$ cat src/rtl/quadrature_step_generator.sv
// Quadrature A/B generator: walks a virtual 8-bit position to a commanded
// target along the shortest path around the wrap, one Gray transition per step period.
module quadrature_step_generator #(
   parameter int PHASES_PER_COUNT = 4,
   parameter int PERIOD_W         = 16
) (
   input  logic                clk,
   input  logic                rst_n,
   input  logic [7:0]          target,
   input  logic [PERIOD_W-1:0] step_period,
   input  logic                load,
   input  logic                pause,
   output logic                enc_a,
   output logic                enc_b,
   output logic [7:0]          position,
   output logic                busy,
   output logic                done
);

   if (PHASES_PER_COUNT != 1 && PHASES_PER_COUNT != 2 && PHASES_PER_COUNT != 4) begin : g_bad_phases
      $error("PHASES_PER_COUNT must be 1, 2 or 4");
   end

   localparam logic [1:0]          SUB_LAST   = 2'(PHASES_PER_COUNT - 1);
   localparam logic [PERIOD_W-1:0] PERIOD_ONE = PERIOD_W'(1);

   typedef enum logic {IDLE, RUN} state_t;

   state_t              state, state_n;
   logic [1:0]          phase, phase_n;
   logic [PERIOD_W-1:0] cnt, cnt_n;
   logic [1:0]          sub, sub_n;
   logic [7:0]          pos_n;
   logic [7:0]          target_q, target_n;
   logic [PERIOD_W-1:0] period_q, period_n;
   logic                inc_q, inc_n;
   logic                done_n;

   // Shortest path around the wrap; the 128 tie resolves to increment.
   function automatic logic dir_up(input logic [7:0] diff);
      return (diff != 8'd0) && (diff <= 8'd128);
   endfunction

   // Phase index 0..3 maps to {A,B} = 00,10,11,01 so +1 steps make A lead.
   function automatic logic [1:0] phase_to_ab(input logic [1:0] p);
      case (p)
         2'd0:    return 2'b00;
         2'd1:    return 2'b10;
         2'd2:    return 2'b11;
         default: return 2'b01;
      endcase
   endfunction

   function automatic logic [PERIOD_W-1:0] eff_period(input logic [PERIOD_W-1:0] p);
      return (p == '0) ? PERIOD_ONE : p;
   endfunction

   assign busy = (state == RUN);

   always_comb begin
      state_n  = state;
      phase_n  = phase;
      cnt_n    = cnt;
      sub_n    = sub;
      pos_n    = position;
      target_n = target_q;
      period_n = period_q;
      inc_n    = inc_q;
      done_n   = 1'b0;
      case (state)
         IDLE: begin
            if (load) begin
               if (target == position) begin
                  done_n = 1'b1;
               end else begin
                  state_n  = RUN;
                  target_n = target;
                  period_n = eff_period(step_period);
                  cnt_n    = '0;
                  sub_n    = '0;
                  inc_n    = dir_up(target - position);
               end
            end
         end
         RUN: begin
            // A retarget only changes the destination; the count in flight keeps its direction.
            if (load) begin
               target_n = target;
               period_n = eff_period(step_period);
            end
            if (!pause) begin
               if (cnt >= period_q - PERIOD_ONE) begin
                  cnt_n   = '0;
                  phase_n = inc_q ? phase + 2'd1 : phase - 2'd1;
                  if (sub == SUB_LAST) begin
                     sub_n = '0;
                     pos_n = inc_q ? position + 8'd1 : position - 8'd1;
                     if (pos_n == target_n) begin
                        state_n = IDLE;
                        done_n  = 1'b1;
                     end else begin
                        inc_n = dir_up(target_n - pos_n);
                     end
                  end else begin
                     sub_n = sub + 2'd1;
                  end
               end else begin
                  cnt_n = cnt + PERIOD_ONE;
               end
            end
         end
         default: state_n = IDLE;
      endcase
   end

   always_ff @(posedge clk or negedge rst_n) begin
      if (!rst_n) begin
         state    <= IDLE;
         phase    <= '0;
         cnt      <= '0;
         sub      <= '0;
         position <= '0;
         target_q <= '0;
         period_q <= PERIOD_ONE;
         inc_q    <= 1'b1;
         done     <= 1'b0;
         enc_a    <= 1'b0;
         enc_b    <= 1'b0;
      end else begin
         state          <= state_n;
         phase          <= phase_n;
         cnt            <= cnt_n;
         sub            <= sub_n;
         position       <= pos_n;
         target_q       <= target_n;
         period_q       <= period_n;
         inc_q          <= inc_n;
         done           <= done_n;
         {enc_a, enc_b} <= phase_to_ab(phase_n);
      end
   end

endmodule
$ cat config.mk
export PLATFORM = sky130hd
export DESIGN_NAME = quadrature_step_generator
export DESIGN_NICKNAME = d
export VERILOG_FILES = /design/src/rtl/quadrature_step_generator.sv
export SDC_FILE = /design/constraint.sdc
export NUM_CORES = 1
export LEC_CHECK = 0
export BUFFER_PORTS_ARGS = -buffer_cell sky130_fd_sc_hd__buf_2
export CORE_MARGIN = 2
export CORE_UTILIZATION = 30
export CTS_CLUSTER_DIAMETER = 100
export CTS_CLUSTER_SIZE = 20
export DETAILED_ROUTE_END_ITERATION = 6
export RECOVER_POWER = 100
export SYNTH_ARGS = -nofsm -noshare
export SYNTH_HDL_FRONTEND = slang
export SYNTH_SLANG_ARGS = --single-unit
$ cat constraint.sdc
create_clock -name clk -period 4.9 [get_ports clk]
set_input_delay 0.49 -clock clk [delete_from_list [all_inputs] [get_ports clk]]
set_output_delay 0.49 -clock clk [all_outputs]
set_load 0.1 [all_outputs]
==> results.sh, run 1 <==
export IMPL_post_cts_setup_buffers=0
export IMPL_slew_headroom=-1.10
export IMPL_pwr_share_seq=0.362
export IMPL_rows=42
export IMPL_ir_drop_mv=0.149
export IMPL_path_max_fanout=18
export IMPL_io_buffers=39
export IMPL_dr_total_vias=3269
export IMPL_p_sw_frac=0.276
export IMPL_detail_route_antenna_nets=0
export IMPL_cts_tree="yes"
export IMPL_syn_area_um2=4100
export IMPL_ioPinCount=40
export IMPL_dp_hpwl_um=7180
export IMPL_via_per_inst=4.99
export IMPL_status="complete, but fails checks"
export IMPL_fin_setup_tns_ps=0
export IMPL_synthArstFlopShare=1.00
export IMPL_setup_viol=0
export IMPL_fmax_mhz=248
export IMPL_overflow=0
export IMPL_final_nets=543
export IMPL_p_clk_frac=0.437
export IMPL_synth_fa_ha_area_frac=0.127
export IMPL_synth_top_family_by_area="simple AND/OR/NAND/NOR gates"
export IMPL_multi_input_area_um2=2520
export IMPL_cts_buffer_depth=2
export IMPL_syn2layout_area_growth_pct=16.1
export IMPL_cts_made_buffers=9
export IMPL_fin_hold_ws_ps=411
export IMPL_nFillCells=1355
export IMPL_cellLeakagePower_nw=2.11
export IMPL_fp_dieH_um=121
export IMPL_yosys_area_top_type_share=0.336
export IMPL_clockRootBuffer="clkbuf_16"
export IMPL_start_util=0.308
export IMPL_antenna_found_initial=0
export IMPL_yosysWarnings=0
export IMPL_seq_area_um2=1430
export IMPL_yosysSeqAreaShare=0.348
export IMPL_violations="max-capacitance violations, max-slew violations"
export IMPL_routed_wl_um=9410
export IMPL_period_share=0.824
export IMPL_cp_required_ps=5140
export IMPL_grt_pass1_vias=3320
export IMPL_ys_top_cells_by_area="dfrtp_1, ha_1, mux2_2"
export IMPL_worstHoldPathType="input port to register"
export IMPL_clock_sinks=57
export IMPL_synth_distinct_cells=56
export IMPL_worstSetupEndpointType="register"
export IMPL_drive_gt1_frac=0.167
export IMPL_placeableCoreArea_um2=13300
export IMPL_p_switching_mw=0.413
export IMPL_p_per_area_nw_per_um2=315
export IMPL_grtUsageTotal=0.139
export IMPL_critPathKind="register to register"
export IMPL_p_int_mw=1.09
export IMPL_drv_cap=2
export IMPL_critPathLaunchType="register"
export IMPL_diodes=0
export IMPL_hold_viol=0
export IMPL_skew_ps=5.68
export IMPL_grt_pass1_wl_um=16000
export IMPL_die_w_um=121
export IMPL_rsz0062_at_grt="no"
export IMPL_tightest_slew_ps=3160
export IMPL_netlist_instances=432
export IMPL_synth_area_mux_share=0.0867
export IMPL_layout_cells_most_common="dfrtp_1"
export IMPL_h_tree_depth=3
export IMPL_wl_per_cell_um=14.4
export IMPL_yosysTopAreaCell="dfrtp_1"
export IMPL_clk_latency_ps=330
export IMPL_synth_edff_count=0
export IMPL_synth_compound_area_frac=0.141
export IMPL_synth_seq_cells=57
export IMPL_post_cts_resized=0
export IMPL_syn_nets=501
export IMPL_synth_area_per_cell_um2=9.49
export IMPL_slew_viol_final=85
export IMPL_critical_path_arrival_ps=4280
export IMPL_synth_ff_type="dfrtp_1"
export IMPL_period_needed_ps=4040
export IMPL_drc_errors=0
export IMPL_first_pass_iters=4
export IMPL_die_area_um2=14600
export IMPL_yosys_area_share_simple=0.175
export IMPL_grt_max_degree=58
export IMPL_mostFrequentLayoutCells="dfrtp_1, ha_1, nor2_1, nand2_1, o21ai_0"
export IMPL_clk_pin_slew_ps=50
export IMPL_cts_hold_buf=0
export IMPL_drt_iter0_markers=160
export IMPL_p_comb_frac=0.201
export IMPL_synthXorXnorAreaFrac=0.0876
export IMPL_place_gp_congestion=0.815
-- path summary, 6_finish.rpt --
path | startpoint | endpoint | slack, ps | cells after the start
worst max-delay path | period_q[3] | inc_q | 860 | 16
worst min-delay path | step_period[9] | period_q[9] | 410 | 2
worst max register to register | period_q[3] | inc_q | 860 | 16
worst min register to register | target_q[0] | target_q[0] | 480 | 2
max in group asynchronous | rst_n | enc_b | 1810 | 2
min in group asynchronous | rst_n | cnt[8] | 1310 | 2
-- sequential cells by signal, indices dropped and copies added, names as in the netlist --
register  flops
period_q     16
done          1
sub           2
busy          1
enc_b         1
inc_q         1
phase         2
cnt          16
position      8
target_q      8
enc_a         1
-- cells in the mapped netlist (2+ instances only) --
| cell | n |
|---|---|
| o21a_1 | 3 |
| o21ai_0 | 29 |
| or3_1 | 3 |
| buf_4 | 3 |
| xor2_1 | 17 |
| o32ai_1 | 4 |
| inv_1 | 24 |
| and4_1 | 2 |
| mux2_2 | 28 |
| or4_1 | 4 |
| nand4_1 | 2 |
| nand3_1 | 14 |
| nand2_1 | 34 |
| nor2_1 | 35 |
| and3_1 | 6 |
| nor4_1 | 6 |
| nand2b_1 | 5 |
| or2_2 | 2 |
| o31ai_1 | 3 |
| buf_1 | 2 |
| dfstp_2 | 2 |
| a211oi_1 | 5 |
| clkbuf_1 | 4 |
| mux2i_1 | 4 |
| a21oi_1 | 16 |
| o2111a_1 | 2 |
| nor2b_1 | 3 |
| a22o_1 | 3 |
| ha_1 | 40 |
| nor3_1 | 16 |
| xnor2_1 | 24 |
| and2_1 | 4 |
| dfrtp_1 | 55 |
| a21o_1 | 6 |
-- critical path: stages (launching register included) --
cell      delay [ps]
dfrtp_1          410
nor3_1           280
nand2b_1         140
or4_1            430
nor2_1           140
nand2_1          120
nor3_1           240
xnor2_1          120
ha_1             340
nand4_1          140
nor2_1           130
nand3_1           80
o21ai_0          150
buf_4            220
nand3_1          460
nor4b_1          470
a211oi_1          90
-- power groups by stage --
| stage | registers [mW] | clock network, mW | logic [mW] |
|---|---|---|---|
| finish | 0.542 | 0.655 | 0.301 |
| global route | 0.548 | 0.689 | 0.342 |
| CTS | 0.542 | 0.671 | 0.303 |
| detailed placement | 0.549 | 0 | 0.301 |
| global placement | 0.548 | 0 | 0.290 |
| floorplan | 0.538 | 0 | 0.229 |
-- routing by layer --
layer	wire, um	part of all wire	track usage	vias up
li1	-	-	-	1648
met1	4220	0.45	0.164	1546
met2	4670	0.50	0.242	59
met3	336	0.036	0.0352	16
met4	186	0.020	0.0501	0
met5	0	0	0	-
-- kinds of logic (layout without fill, tap and decap cells) --
family / Yosys count / after routing
and+or+nand+nor: 143 / 143
adders and majority gates: 41 / 41
buffers and inverters: 34 / 81
muxes: 32 / 32
xor gates and xnor gates: 41 / 41
AOI/OAI and AO/OA: 84 / 84
DFF: 57 / 57
-- metrics by stage --
stage                     instances  cell area (um^2)  worst slack [ps]  power, mW  utilization
after floorplan                 432              4100              1160      0.766            -
after global placement          639              4480              1070      0.838        0.337
after detailed placement        639              4480               924      0.850        0.337
after CTS                       655              4790               883       1.52        0.360
after global routing            655              4760               413       1.58        0.358
final                           655              4760               861       1.50        0.358
-- layout make-up --
| class | instances | area share |
|---|---|---|
| Multi-Input combinational cell | 341 | 0.529 |
| Sequential cell | 57 | 0.300 |
| Clock buffer | 10 | 0.0481 |
| Tap cell | 176 | 0.0462 |
| Timing Repair Buffer | 41 | 0.0402 |
| Inverter | 24 | 0.0189 |
| Clock inverter | 6 | 0.0173 |
Power figures use the tool's default switching activity.
==> run 2: changes to the inputs <==
==> constraint.sdc (replaced) <==
create_clock -name clk -period 3.25 [get_ports clk]
set_input_delay 0.325 -clock clk [delete_from_list [all_inputs] [get_ports clk]]
set_output_delay 0.325 -clock clk [all_outputs]
set_load 0.1 [all_outputs]
==> run 2 against run 1 <==
The run ends with max-capacitance violations, max-slew violations, negative setup slack left. Clock power rose by 29%. Die area did not move. Final cell count rose by 6.9%. First-iteration DRC count decreased by 13%. Non-clock buffer count rose by 47. Count of clock-buffer cells in the layout grew 4. Combinational power grew 89%. Via count increased by 7.8%. Power increased by 48%. Utilization is 4.2 points higher. Largest power group unchanged. Highest routed layer unchanged.
==> results.sh, run 2 (synthesized netlist as in run 1, its figures left out) <==
export IMPL_dr_total_vias=3524
export IMPL_first_pass_iters=4
export IMPL_clk_latency_ps=330
export IMPL_mostFrequentLayoutCells="dfrtp_1, buf_4, ha_1, nand2_1, nor2_1"
export IMPL_wl_per_cell_um=14.8
export IMPL_fmax_mhz=278
export IMPL_grt_pass1_wl_um=17200
export IMPL_cts_made_buffers=9
export IMPL_slew_headroom=-0.508
export IMPL_place_gp_congestion=0.818
export IMPL_critical_path_arrival_ps=3810
export IMPL_rrSetupSlack_ps=-350
export IMPL_diodes=0
export IMPL_cts_buffer_depth=2
export IMPL_nFillCells=1335
export IMPL_worstSetupEndpointType="register"
export IMPL_tightest_slew_ps=2260
export IMPL_reg_top3="cnt (16), period_q (16)"
export IMPL_dp_cells=676
export IMPL_via_per_inst=5.03
export IMPL_setup_viol=31
export IMPL_period_needed_ps=3600
export IMPL_antenna_found_initial=0
export IMPL_p_per_area_nw_per_um2=418
export IMPL_h_tree_depth=3
export IMPL_worstReg2RegEnd="enc_b"
export IMPL_fin_area_um2=5320
export IMPL_r2r_start="period_q[4]"
export IMPL_die_area_um2=14600
export IMPL_clock_sinks=57
export IMPL_drv_cap=1
export IMPL_io_buffers=39
export IMPL_slew_viol_final=42
export IMPL_final_nets=590
export IMPL_hold_start="step_period[11]"
export IMPL_worst_r2r_cell_count=17
export IMPL_clk_pin_slew_ps=50
export IMPL_syn2layout_area_growth_pct=29.8
export IMPL_die_w_um=121
export IMPL_slowest_stage="or4_4"
export IMPL_path_max_fanout=4
export IMPL_fin_hold_ws_ps=248
export IMPL_layout_cells_most_common="dfrtp_1"
export IMPL_grtUsageTotal=0.149
export IMPL_critPathBufInv=0
export IMPL_crit_chain="nor3_2 -> nand2b_1 -> or4_4 -> nor2_4 -> nand2_4 -> nor4_4 -> xnor2_1 -> ha_1 -> nand4_1 -> nor2_1 -> nand3_1 -> o21ai_4 -> and2_4 -> nand2_4 -> xnor2_2 -> ha_2 -> a311o_1"
export IMPL_layout_setup_ws_ps=-347
export IMPL_start_util=0.308
export IMPL_placeableCoreArea_um2=13300
export IMPL_fp_dieH_um=121
export IMPL_grt_max_degree=42
export IMPL_grt_pass1_vias=3673
export IMPL_post_dp_cell_area_um2=4790
export IMPL_min_path_cells=2
export IMPL_drt_iter0_markers=139
export IMPL_status="complete, but fails checks"
export IMPL_violations="max-capacitance violations, max-slew violations, negative setup slack"
export IMPL_drive_gt1_frac=0.305
export IMPL_detail_route_antenna_nets=0
export IMPL_crit_top_cell="nand2_4"
export IMPL_rsz0062_at_grt="yes"
export IMPL_rows=42
export IMPL_ioPinCount=40
export IMPL_ir_drop_mv=0.241
export IMPL_cp_required_ps=3460
export IMPL_period_share=1.11
export IMPL_skew_ps=4.66
export IMPL_hold_viol=0
export IMPL_crit_family="simple AND/OR/NAND/NOR gates"
export IMPL_whs_endpoint="period_q[11]"
export IMPL_routed_wl_um=10300
export IMPL_cts_tree="yes"
export IMPL_fin_cells=700
export IMPL_critPathLaunchType="register"
export IMPL_cellLeakagePower_nw=2.40
export IMPL_cts_hold_buf=0
export IMPL_max_stage_delay_ps=450
export IMPL_overflow=0
export IMPL_worstHoldPathType="input port to register"
export IMPL_drc_errors=0
export IMPL_critPathKind="register to register"
export IMPL_clockRootBuffer="clkbuf_16"
export IMPL_dp_hpwl_um=7760
## run 2: layout make-up
type                            count  area, um^2  share of cell area
Inverter                           24        90.1              0.0169
Tap cell                          176         220              0.0414
Clock buffer                       14         264              0.0496
Multi-Input combinational cell    341        2730               0.514
Timing Repair Buffer               88         574               0.108
Sequential cell                    57        1440               0.270
## run 2: what timing repair did
action	in CTS	in global routing
setup endpoints to repair	30	33
gates resized for setup	36	18
setup buffers	5	5
pin swaps	9	13
gates cloned	0	2
## run 2: worst max path at each step
| stage | startpoint | end | slack [ps] | depth (start not counted) |
|---|---|---|---|---|
| 6_report | period_q[4] | enc_b | -350 | 17 |
| 5_1_grt | period_q[4] | enc_b | -530 | 17 |
| 4_1_cts | period_q[3] | enc_b | -230 | 17 |
| 3_5_place_dp | period_q[3] | enc_b | -360 | 17 |
| 3_3_place_gp | period_q[3] | enc_b | -200 | 17 |
| 2_1_floorplan | period_q[3] | enc_b | -230 | 18 |
## run 2: power breakdown
group | internal, mW | switching, mW | leakage, nW | total, mW
logic | 0.270 | 0.299 | 1.55 | 0.569
registers | 0.763 | 0.0448 | 0.720 | 0.808
clock network | 0.547 | 0.298 | 0.129 | 0.845
total | 1.58 | 0.641 | 2.40 | 2.22
## run 2: metrics by stage
stage | setup slack (ps) | setup TNS (ps) | util | power [mW]
finish | -347 | -6580 | 0.400 | 2.22
global route | -525 | -12760 | 0.400 | 2.35
CTS | -228 | -3200 | 0.393 | 2.24
detailed placement | -359 | -4710 | 0.360 | 1.35
global placement | -199 | -1720 | 0.360 | 1.32
floorplan | -231 | -319 | - | 1.16
## run 2: metal layers
layer  part of all wire  global-route usage  up-vias
met5                  0                   0        -
li1                   -                   -     1738
met2               0.52               0.267       63
met4              0.026              0.0567        0
met1               0.43               0.172     1702
met3              0.031              0.0334       21
==> run 3: changes to the inputs <==
--- a/config.mk
+++ b/config.mk
@@ -7,11 +7,12 @@
 export LEC_CHECK = 0
 export BUFFER_PORTS_ARGS = -buffer_cell sky130_fd_sc_hd__buf_2
 export CORE_MARGIN = 2
-export CORE_UTILIZATION = 30
+export CORE_UTILIZATION = 40
 export CTS_CLUSTER_DIAMETER = 100
 export CTS_CLUSTER_SIZE = 20
 export DETAILED_ROUTE_END_ITERATION = 6
 export RECOVER_POWER = 100
+export REMOVE_ABC_BUFFERS = 1
 export SYNTH_ARGS = -nofsm -noshare
 export SYNTH_HDL_FRONTEND = slang
 export SYNTH_SLANG_ARGS = --single-unit
==> run 3 against run 2 <==
The run still ends with max-capacitance violations, max-slew violations, negative setup slack left. Worst hold slack lost 26 ps. First-iteration DRC count up 28%. Largest cell class unchanged. Routed wire length shrank 2.7%. Final area down 0.35%. Flip-flop and latch count unchanged. Non-clock buffer count down 4. Critical endpoint unchanged.
==> results.sh, run 3 (synthesized netlist as in run 1, its figures left out) <==
export IMPL_status="complete, but fails checks"
export IMPL_violations="max-capacitance violations, max-slew violations, negative setup slack"
export IMPL_clk_latency_ps=350
export IMPL_crit_family="simple AND/OR/NAND/NOR gates"
export IMPL_cp_required_ps=3480
export IMPL_period_share=1.06
export IMPL_fmax_mhz=291
export IMPL_placeableCoreArea_um2=9860
export IMPL_crit_chain="nor3_2 -> nand2b_1 -> or4_4 -> nor2_4 -> nand2_2 -> nor3_2 -> xnor2_1 -> ha_1 -> nand4_1 -> nor2_1 -> nand3_1 -> o21ai_4 -> and2_4 -> nand2_2 -> xnor2_1 -> ha_2 -> a311o_1"
export IMPL_ir_drop_mv=0.250
export IMPL_overflow=0
export IMPL_drt_iter0_markers=178
export IMPL_period_needed_ps=3430
export IMPL_fin_area_um2=5300
export IMPL_rsz0062_at_grt="yes"
export IMPL_p_clk_frac=0.321
export IMPL_cts_hold_buf=0
export IMPL_critical_path_arrival_ps=3660
export IMPL_worst_r2r_cell_count=17
export IMPL_worstSetupEndpointType="register"
export IMPL_h_tree_depth=3
export IMPL_min_path_cells=2
export IMPL_detail_route_antenna_nets=0
export IMPL_clk_pin_slew_ps=70
export IMPL_post_dp_cell_area_um2=4670
export IMPL_cts_tree="yes"
export IMPL_slew_viol_final=39
export IMPL_dp_hpwl_um=7290
export IMPL_final_nets=586
export IMPL_pwr_share_seq=0.398
export IMPL_grt_max_degree=39
export IMPL_skew_ps=12.0
export IMPL_p_switching_mw=0.647
export IMPL_drv_cap=1
export IMPL_max_stage_delay_ps=440
export IMPL_crit_cells=17
export IMPL_drive_gt1_frac=0.352
export IMPL_die_area_um2=11100
export IMPL_fp_dieH_um=105
export IMPL_wl_per_cell_um=15.4
export IMPL_first_pass_iters=5
export IMPL_p_sw_frac=0.319
export IMPL_worstHoldPathType="input port to register"
export IMPL_reg_top3="cnt (16), period_q (16)"
export IMPL_slew_headroom=-0.387
export IMPL_clock_sinks=57
export IMPL_hold_viol=0
export IMPL_grtUsageTotal=0.187
export IMPL_place_gp_congestion=0.796
export IMPL_rows=36
export IMPL_syn2layout_area_growth_pct=29.3
export IMPL_dp_cells=628
export IMPL_critPathBufInv=0
export IMPL_setup_viol=23
export IMPL_clockRootBuffer="clkbuf_8"
export IMPL_slowest_stage="or4_4"
export IMPL_ioPinCount=40
export IMPL_layout_cells_most_common="dfrtp_1"
export IMPL_tightest_slew_ps=2080
export IMPL_routed_wl_um=10100
export IMPL_fin_setup_tns_ps=-2430
export IMPL_p_int_mw=1.38
export IMPL_fin_hold_ws_ps=222
export IMPL_p_per_area_nw_per_um2=383
export IMPL_dr_total_vias=3475
export IMPL_die_w_um=105
export IMPL_path_max_fanout=4
export IMPL_critPathKind="register to register"
export IMPL_mostFrequentLayoutCells="dfrtp_1, ha_1, buf_4, mux2_2, buf_2"
export IMPL_cts_buffer_depth=2
export IMPL_io_buffers=39
export IMPL_via_per_inst=5.31
export IMPL_layout_setup_ws_ps=-181
export IMPL_grt_pass1_vias=3465
export IMPL_critPathLaunchType="register"
export IMPL_place_ws_ps=-418
export IMPL_antenna_found_initial=0
export IMPL_grt_pass1_wl_um=16500
export IMPL_cellLeakagePower_nw=2.36
export IMPL_cts_made_buffers=9
export IMPL_p_comb_frac=0.281
export IMPL_fin_cells=655
export IMPL_diodes=0
export IMPL_drc_errors=0
export IMPL_start_util=0.416
==> run 3: cell count changes in the layout (fill, tap and decap cells not counted), sizes merged <==
cell	change
buf	-1
clkbuf	-7
bufinv	+1
clkinv	+5
==> run 3: layer usage <==
metal / GRT usage / routed length, um
met1: 0.259 / 5030
met2: 0.295 / 4570
met3: 0.0353 / 329
met4: 0.0629 / 143
met5: 0 / 0
==> run 3: worst paths after layout <==
| kind | end | slack, ps | startpoint |
|---|---|---|---|
| setup / recovery | enc_b | -180 | period_q[3] |
| hold / removal | period_q[10] | 220 | step_period[10] |
| setup reg to reg | enc_b | -180 | period_q[3] |
| hold reg to reg | target_q[0] | 480 | target_q[0] |
| max in group asynchronous | position[4] | 810 | rst_n |
| min in group asynchronous | cnt[10] | 560 | rst_n |
==> run 3: what timing repair did <==
item / 4_1_cts / 5_1_grt
gates resized for setup: 60 / 49
pin swaps: 24 / 24
cloned: 1 / 1
endpoints found under the setup margin: 30 / 31
buffers inserted: 7 / 2
endpoints found under the hold margin: 0 / 0
==> run 3: stage by stage <==
step,util,power [mW]
2_1_floorplan,-,1.15
3_3_place_gp,0.473,1.32
3_5_place_dp,0.473,1.34
4_1_cts,0.519,2.02
5_1_grt,0.537,2.14
6_report,0.537,2.03
==> run 3: power groups by stage <==
stage / clock network [mW] / registers [mW] / logic (mW)
after global placement: 0 / 0.813 / 0.503
after global routing: 0.695 / 0.813 / 0.637
after floorplan: 0 / 0.814 / 0.336
after CTS: 0.664 / 0.805 / 0.556
final: 0.651 / 0.807 / 0.570
after detailed placement: 0 / 0.815 / 0.520
==> run 3: layout make-up <==
cell class | count | area [um^2]
Fill cell | 879 | 4560
Clock buffer | 10 | 128
Tap cell | 133 | 166
Timing Repair Buffer | 84 | 574
Clock inverter | 6 | 58.8
Inverter | 24 | 90.1
Multi-Input combinational cell | 341 | 2860
Sequential cell | 57 | 1430
